## src/rtl/tally_pkg.sv

```systemverilog
// Shared types and constants for the winner tally stage.
package tally_pkg;

    typedef enum logic [0:0] {
        StAccum,
        StDump
    } tally_state_e;

    // Bit positions inside the sticky err vector.
    localparam int unsigned ErrUnderflow = 0;
    localparam int unsigned ErrBadLabel  = 1;
    localparam int unsigned ErrOverrun   = 2;

    localparam int unsigned CntBits = 16;
    typedef logic [CntBits-1:0] cnt_t;

endpackage

```

## src/rtl/label_fifo.sv

```systemverilog
// Small synchronous FIFO holding test labels until their column result arrives.
module label_fifo #(
    parameter int unsigned DEPTH = 4,
    parameter int unsigned WIDTH = 4
) (
    input  logic             clk,
    input  logic             rst,
    input  logic             clear,
    input  logic             push,
    input  logic [WIDTH-1:0] din,
    input  logic             pop,
    output logic             full,
    output logic             empty,
    output logic [WIDTH-1:0] head
);

    localparam int unsigned AW = $clog2(DEPTH);

    // Extra MSB on each pointer separates the full and empty cases.
    logic [AW:0]      wptr_q, rptr_q;
    logic [WIDTH-1:0] mem_q [DEPTH];
    logic             do_push, do_pop;

    assign empty   = (wptr_q == rptr_q);
    assign full    = (wptr_q[AW] != rptr_q[AW]) && (wptr_q[AW-1:0] == rptr_q[AW-1:0]);
    assign do_push = push && !full;
    assign do_pop  = pop && !empty;
    assign head    = mem_q[rptr_q[AW-1:0]];

    always_ff @(posedge clk) begin
        if (rst || clear) begin
            wptr_q <= '0;
            rptr_q <= '0;
            for (int i = 0; i < DEPTH; i++) begin
                mem_q[i] <= '0;
            end
        end else begin
            if (do_push) begin
                mem_q[wptr_q[AW-1:0]] <= din;
                wptr_q                <= wptr_q + 1'b1;
            end
            if (do_pop) begin
                rptr_q <= rptr_q + 1'b1;
            end
        end
    end

endmodule

```

## src/rtl/winner_tally.sv

```systemverilog
// Confusion-matrix tally of column winners against test labels, with
// handshaked matrix readout and a purity numerator computed during the dump.
module winner_tally
    import tally_pkg::*;
#(
    parameter int unsigned NEURONS     = 16,
    parameter int unsigned CLASSES     = 10,
    parameter int unsigned CNT_BITS    = CntBits,
    parameter int unsigned LABEL_BITS  = 4,
    parameter int unsigned LFIFO_DEPTH = 4
) (
    input  logic                                clk,
    input  logic                                rst,
    input  logic                                clear,
    input  logic                                label_valid,
    input  logic [LABEL_BITS-1:0]               label,
    output logic                                label_ready,
    input  logic                                col_valid,
    input  logic                                col_no_winner,
    input  logic [$clog2(NEURONS)-1:0]          col_winner,
    input  logic                                dump_req,
    output logic                                busy,
    output logic                                out_valid,
    input  logic                                out_ready,
    output logic [$clog2(NEURONS)-1:0]          out_neuron,
    output logic [LABEL_BITS-1:0]               out_class,
    output logic [CNT_BITS-1:0]                 out_count,
    output logic                                out_last,
    output logic [CNT_BITS-1:0]                 images,
    output logic [CNT_BITS-1:0]                 spikes,
    output logic [CNT_BITS+$clog2(NEURONS)-1:0] purity_num,
    output logic                                purity_valid,
    output logic [2:0]                          err
);

    localparam int unsigned NW = $clog2(NEURONS);
    localparam int unsigned PW = CNT_BITS + NW;
    localparam logic [NW-1:0]         LastRow   = NW'(NEURONS - 1);
    localparam logic [LABEL_BITS-1:0] LastClass = LABEL_BITS'(CLASSES - 1);

    tally_state_e state_q, state_d;

    logic                  fifo_full, fifo_empty;
    logic [LABEL_BITS-1:0] fifo_head;

    logic [CNT_BITS-1:0]   cell_q [NEURONS][CLASSES];
    logic [CNT_BITS-1:0]   images_q, spikes_q;
    logic [2:0]            err_q;

    logic [NW-1:0]         row_q;
    logic [LABEL_BITS-1:0] col_q;
    logic [CNT_BITS-1:0]   rowmax_q;
    logic [PW-1:0]         purity_q;
    logic                  purity_valid_q;

    logic                  in_accum, in_dump;
    logic                  accum_hit, label_ok;
    logic                  hs, row_end, dump_end;
    logic [CNT_BITS-1:0]   cur_count, row_best;

    assign in_accum  = (state_q == StAccum);
    assign in_dump   = (state_q == StDump);
    assign accum_hit = in_accum && col_valid;
    // Compare one bit wider so CLASSES == 2**LABEL_BITS still works.
    assign label_ok  = ({1'b0, fifo_head} < (LABEL_BITS + 1)'(CLASSES));

    assign hs        = out_valid && out_ready;
    assign row_end   = (col_q == LastClass);
    assign dump_end  = hs && row_end && (row_q == LastRow);
    assign cur_count = cell_q[row_q][col_q];
    assign row_best  = (cur_count > rowmax_q) ? cur_count : rowmax_q;

    label_fifo #(
        .DEPTH (LFIFO_DEPTH),
        .WIDTH (LABEL_BITS)
    ) u_label_fifo (
        .clk   (clk),
        .rst   (rst),
        .clear (clear),
        .push  (label_valid),
        .din   (label),
        .pop   (accum_hit),
        .full  (fifo_full),
        .empty (fifo_empty),
        .head  (fifo_head)
    );

    always_comb begin
        state_d = state_q;
        unique case (state_q)
            StAccum: if (dump_req) state_d = StDump;
            StDump:  if (dump_end) state_d = StAccum;
            default: state_d = StAccum;
        endcase
        if (clear) state_d = StAccum;
    end

    always_ff @(posedge clk) begin
        if (rst) begin
            state_q <= StAccum;
        end else begin
            state_q <= state_d;
        end
    end

    // Accumulation: matrix and totals, all saturating. Frozen during a dump.
    always_ff @(posedge clk) begin
        if (rst || clear) begin
            for (int n = 0; n < NEURONS; n++) begin
                for (int c = 0; c < CLASSES; c++) begin
                    cell_q[n][c] <= '0;
                end
            end
            images_q <= '0;
            spikes_q <= '0;
            err_q    <= '0;
        end else begin
            if (accum_hit) begin
                if (fifo_empty) begin
                    err_q[ErrUnderflow] <= 1'b1;
                end else begin
                    if (images_q != '1) images_q <= images_q + CNT_BITS'(1);
                    if (!label_ok) begin
                        err_q[ErrBadLabel] <= 1'b1;
                    end else if (!col_no_winner) begin
                        if (spikes_q != '1) spikes_q <= spikes_q + CNT_BITS'(1);
                        if (cell_q[col_winner][fifo_head] != '1) begin
                            cell_q[col_winner][fifo_head] <=
                                cell_q[col_winner][fifo_head] + CNT_BITS'(1);
                        end
                    end
                end
            end
            if (in_dump && col_valid) begin
                err_q[ErrOverrun] <= 1'b1;
            end
        end
    end

    // Dump walker and purity accumulation over accepted entries.
    always_ff @(posedge clk) begin
        if (rst || clear) begin
            row_q          <= '0;
            col_q          <= '0;
            rowmax_q       <= '0;
            purity_q       <= '0;
            purity_valid_q <= 1'b0;
        end else begin
            purity_valid_q <= dump_end;
            if (in_accum && dump_req) begin
                row_q    <= '0;
                col_q    <= '0;
                rowmax_q <= '0;
                purity_q <= '0;
            end else if (hs) begin
                if (row_end) begin
                    col_q    <= '0;
                    row_q    <= (row_q == LastRow) ? '0 : row_q + NW'(1);
                    rowmax_q <= '0;
                    purity_q <= purity_q + PW'(row_best);
                end else begin
                    col_q    <= col_q + LABEL_BITS'(1);
                    rowmax_q <= row_best;
                end
            end
        end
    end

    assign label_ready  = !fifo_full;
    assign busy         = in_dump;
    assign out_valid    = in_dump;
    assign out_neuron   = row_q;
    assign out_class    = col_q;
    assign out_count    = in_dump ? cur_count : '0;
    assign out_last     = in_dump && row_end && (row_q == LastRow);
    assign images       = images_q;
    assign spikes       = spikes_q;
    assign purity_num   = purity_q;
    assign purity_valid = purity_valid_q;
    assign err          = err_q;

endmodule
```

## config.mk

```make
export PLATFORM = sky130hd
export DESIGN_NAME = winner_tally
export DESIGN_NICKNAME = d
export VERILOG_FILES = /design/src/rtl/tally_pkg.sv /design/src/rtl/label_fifo.sv /design/src/rtl/winner_tally.sv
export SDC_FILE = /design/constraint.sdc
export NUM_CORES = 2
export LEC_CHECK = 0
export CORE_UTILIZATION = 50
export CTS_CLUSTER_DIAMETER = 100
export CTS_CLUSTER_SIZE = 12
export DETAILED_ROUTE_END_ITERATION = 8
export MAX_ROUTING_LAYER = met4
export PLACE_DENSITY = 0.65
export SETUP_SLACK_MARGIN = 0.15
export SYNTH_ARGS = -nofsm -noshare
export SYNTH_HDL_FRONTEND = slang
export SYNTH_HIERARCHICAL = 1
export SYNTH_SLANG_ARGS = --single-unit
```

## constraint.sdc

```tcl
create_clock -name clk -period 11.9 [get_ports clk]
set_clock_uncertainty 0.2 [all_clocks]
set_input_delay 2.38 -clock clk [delete_from_list [all_inputs] [get_ports clk]]
set_output_delay 2.38 -clock clk [all_outputs]
set_load 0.05 [all_outputs]
```

# --- Word-level counts from Yosys, hierarchy flattened ---
# Memories as Yosys holds them, arrays and structs flattened. A register that Yosys moved wholly into a read port is not among the register bits.
# Cells that the tools add are included.
totals:
  regBits: 87
  mem_bits_rw: 2576
  input_bits: 16
  out_inout_bits: 84
  elab_cells: 104
  mem_count: 2
mem_list:
  columns: ["memory", "depth", "width", "read_ports", "rd_clocked_by_memory_dff", "wr", "line_no", "text"]
  rows:
  - ["cell_q", 16, 160, 2, 1, 16, "winner_tally.sv:46", "logic [CNT_BITS-1:0] cell_q [NEURONS][CLASSES];"]
  - ["u_label_fifo.mem_q", 4, 4, 1, 1, 4, "label_fifo.sv:21", "logic [WIDTH-1:0] mem_q [DEPTH];"]
classes:
  n_addsub: 8
  order_cmp: 5
  n_eq_ne: 8
  n_mux: 38
  bitwise_logic: 6
  reduce_logical: 24
op_table:
  columns: ["op", "n"]
  rows:
  - ["$mux W160", 3]
  - ["$reduce_or A160 Y1", 1]
  - ["$bmux W16 S4", 2]
  - ["$mux W16", 8]
  - ["$demux W16 S4", 1]
  - ["$add A16 B1 Y16 const B", 3]
  - ["$ne A16 B16 Y1 const B", 3]
  - ["$mux W4", 6]
  - ["$add A20 B16 Y20", 1]
  - ["$gt A16 B16 Y1", 1]
  - ["$mux W1", 14]
  - ["$logic_and A1 B1 Y1", 12]
  - ["$ge A5 B5 Y1 const B", 2]
  - ["$not A4 Y5", 2]
  - ["$add A4 B1 Y4 const B", 2]
  - ["$eq A4 B4 Y1 const B", 2]
  - ["$add A3 B1 Y3 const B", 2]
  - ["$mux W2", 3]
  - ["$reduce_and A3 Y1", 2]
  - ["$lt A5 B1 Y1 const B", 1]
  - ["$reduce_and A5 Y1", 1]
  - ["$lt A4 B4 Y1 const B", 1]
  - ["$not A1 Y1", 4]
  - ["$reduce_and A2 Y1", 2]
  - ["8 further kinds", 10]

# --- Logic depth before layout (Yosys ltp) ---
logic_depth:
  ltp_word: 14
  ltp_mapped: 33
  ltp_nobuf: 29

# --- Modules after synthesis ---
# Netlist, hierarchy kept.
modules_own_cells:
  columns: ["mod", "n_inst", "cells_per_inst", "area_each_um2", "seq_area_each_um2"]
  rows:
  - ["winner_tally", 1, 9292, 139847.9, 78575.4]
  - ["label_fifo", 1, 115, 1302.5, 640.6]

# --- Worst setup path before layout ---
# OpenSTA, ideal clock, no wires.
synth_path:
  kind: "reg2reg"
  from: "reg with a tool-made name"
  to: "reg purity_q[16], in the netlist purity_num[16]"
  setup_ns: 0.128
  arrival_ns: 7.841
  required_time_ns: 11.572
  slack_ns: 3.731
  path_stages_with_launch: 33
  path_buffers: 6
  period_less_slack_ns: 8.169
  cell_sequence: "dfxtp_1 > clkbuf_1 > buf_1 > clkbuf_1 > clkbuf_1 > buf_1 > mux4_2 > mux4_2 > mux2i_1 > o22ai_1 > ha_1 > nor2b_1 > o21a_1 > o21a_1 > o21a_1 > o21a_1 > o21a_1 > o21ai_0 > a21oi_1 > clkbuf_1 > nand2_1 > o21ai_0 > fa_1 > a21o_1 > a21oi_1 > o21bai_1 > a31oi_1 > o21ai_0 > o41ai_1 > o21ai_0 > o311ai_0 > xor2_1 > nor2_1"
synth_rtl:
  columns: ["item", "line_no", "text"]
  rows:
  - ["end signal: assignment", "winner_tally.sv:160", "purity_q <= purity_q + PW'(row_best);"]
  - ["end: declaration", "winner_tally.sv:53", "logic [PW-1:0] purity_q;"]

==> impl_metrics.ini <==
[setup_path]
worstPathRequired_ps = 12490
cp_max_fo = 60
max_stage_delay_ps = 1080
r2r_slack_ps = 1860
crit_path_frequent_cell = o21a_1
critPathArrivalTime_ps = 10630
cpMaxStageDelayCell = dfxtp_4
crit_type = reg2reg
endpoint_kind = register
start_kind = register

[synthesis]
yosys-top-cells-area = edfxtp_1, mux4_2, nor2_1
syn_area_mm2 = 0.141
ys_seq_area_frac = 0.561
yosysMostFrequentCell = nor2_1
synth_common_cells = nor2_1, edfxtp_1, mux4_2, clkbuf_1, nand2_1
ys_types = 94
synth_flop_cell = edfxtp_1
synth_edf_count = 2576
post-synth-top-area-cell = edfxtp_1
synthesis.nets = 9463
netlist_instances = 9407
synth_top_area_share = 0.548
ys.warnings.count = 6
synth-seq-cells = 2669
async_flop_share = 0
syn_avg_cell_area_um2 = 15.0

[timing]
hold_ws_ps = 273
tns_ps = 0
timing.final.hold_violations = 0
timing.slew.headroom = -0.0490
period_needed_ps = 10040
final.period_utilization = 0.844
setup_viol = 0
fmax_mhz = 99.6
tightest_slew_ps = 1530
rsz0062_at_grt = false
drv_slew = 8

[outcome]
run_status = finished, violations left
violations = capacitance limit, slew limit

[floorplan]
die_y_um = 533
die-area_mm2 = 0.284
pin_count = 100
fp.dieW_um = 533
start_util = 0.504
rows = 194
coreArea_mm2 = 0.280

[power_and_ir_drop]
power_mw = 21.3
switching_share = 0.276
clkPwrFrac = 0.364
p_comb_frac = 0.126
switching_power_mw = 5.88
p_int_mw = 15.4
ir_drop_uv = 116
p_seq_frac = 0.510
power.density_mw_per_mm2 = 139
p_leak_nw = 51.1

[route]
drcViolationCount = 0
vias = 94300
drt_iter0_markers = 17700
totalWireLength_mm = 522
vias_per_cell = 7.25
ant_nets = 0
first_pass_iters = 8
wl_per_cell_um = 40.1

[global_routing]
antenna_found_initial = 56
grt_pass1_vias = 90000
grt.overflow.total = 0
grt_pass1_wl_mm = 725
grtUsageTotal = 0.378
grt_max_degree = 145

[job]
drv_cap = 3

[clock_network]
cts.path.max_buffers = 4
path_clk_slew_ps = 70
cts_tree = built
cts_resized = 0
clk_latency_ps = 940
cts_setup_buffers = 0
cts_max_level = 5
cts_sinks = 2669
holdBufCountCts = 0
cts_inserted_buffers = 262
cts-root-buf = clkbuf_16

[layout]
fin_nets = 9250
area_delta_synth_final_pct = 8.17
drive_above_1_share = 0.262

[placement]
hpwl_mm = 346
io_buffers = 99
place.gp.congestion = 1.08

[worst_hold_path]
worstHoldPathType = reg2reg
## registers in the layout (all words and copies together), names as in the netlist, named ones only
name / flops
busy: 1
cell_q: 2560
err: 3
images: 16
out_class: 4
out_neuron: 4
purity_num: 20
purity_valid: 1
rowmax_q: 16
spikes: 16
u_label_fifo/mem_q: 16
u_label_fifo/rptr_q: 3
u_label_fifo/wptr_q: 3
## routing by layer
layer | global-route usage | up-vias | part of all wire
li1 | - | 36000 | -
met1 | 0.489 | 48900 | 0.35
met2 | 0.534 | 8040 | 0.44
met3 | 0.124 | 1354 | 0.15
met4 | 0.195 | 0 | 0.064
met5 | - | - | 0
## logic make-up (layout without fill, tap and decap cells)
logic type / count (synthesis) / in the layout / synth area share
AND/OR/NAND/NOR: 3339 / 3339 / 0.0947
flip-flops: 2669 / 2669 / 0.561
other: 0 / 44 / 0
XOR/XNOR: 64 / 64 / 0.00410
adder cells (fa/ha/maj): 40 / 40 / 0.00360
buffers and inverters: 1017 / 856 / 0.0405
AO/OA/AOI/OAI: 611 / 611 / 0.0475
multiplexers: 1667 / 1667 / 0.248
## critical path: cells and delay by family (launching register included)
family	cells	cell delay, ps
AO/OA/AOI/OAI	17	3860
multiplexers	4	2490
flip-flops	1	1080
adder cells (fa/ha/maj)	3	1070
buffers and inverters	1	430
AND/OR/NAND/NOR	3	310
XOR/XNOR	1	210
## placed cells by master (no fill, tap or decap), drive strengths merged, types with 33 or more instances in the layout
cell and count:
a22o 35, dfxtp 93, xor2 35, diode 44
mux4 1467, clkdlybuf4s50 95, edfxtp 2576, buf 411
nor3 44, o2111ai 166, o21ai 52, mux2i 192
nor2 2658, ha 39, and2 33, a22oi 98
nand3 97, a21oi 80, clkbuf 293, inv 45
nand2 354
## power by group through the flow
stage | sequential [mW] | combinational (mW) | clock, mW
floorplan | 10.9 | 1.50 | 0
global placement | 11.0 | 2.55 | 0
detailed placement | 11.0 | 2.57 | 0
CTS | 10.8 | 2.57 | 7.72
global route | 10.9 | 2.66 | 8.03
finish | 10.8 | 2.67 | 7.74
## area by class of cell
| type | instances | area [um^2] |
|---|---|---|
| Inverter | 34 | 140 |
| Multi-Input combinational cell | 5721 | 56600 |
| Tap cell | 3724 | 4660 |
| Antenna cell | 44 | 110 |
| Clock buffer | 293 | 6800 |
| Sequential cell | 2669 | 79200 |
| Fill cell | 22200 | 127000 |
| Clock inverter | 23 | 292 |
| Timing Repair Buffer | 506 | 4820 |
## per-stage QoR
stage,utilization,instances,instance area [um^2],worst slack [ps]
2_1_floorplan,-,9407,141000,3730
3_3_place_gp,0.519,12700,145000,1860
3_5_place_dp,0.519,12700,145000,2080
4_1_cts,0.545,13000,153000,2150
5_1_grt,0.545,13000,153000,1640
6_report,0.545,13000,153000,1860
## final timing paths
check,start,endpoint,cells after the start
worst max-delay path,register,purity_num[16],29
worst min-delay path,err[2],err[2],2
worst max register to register,register,purity_num[16],29
worst min register to register,err[2],err[2],2
No activity file was read; power rests on OpenSTA's default activity.
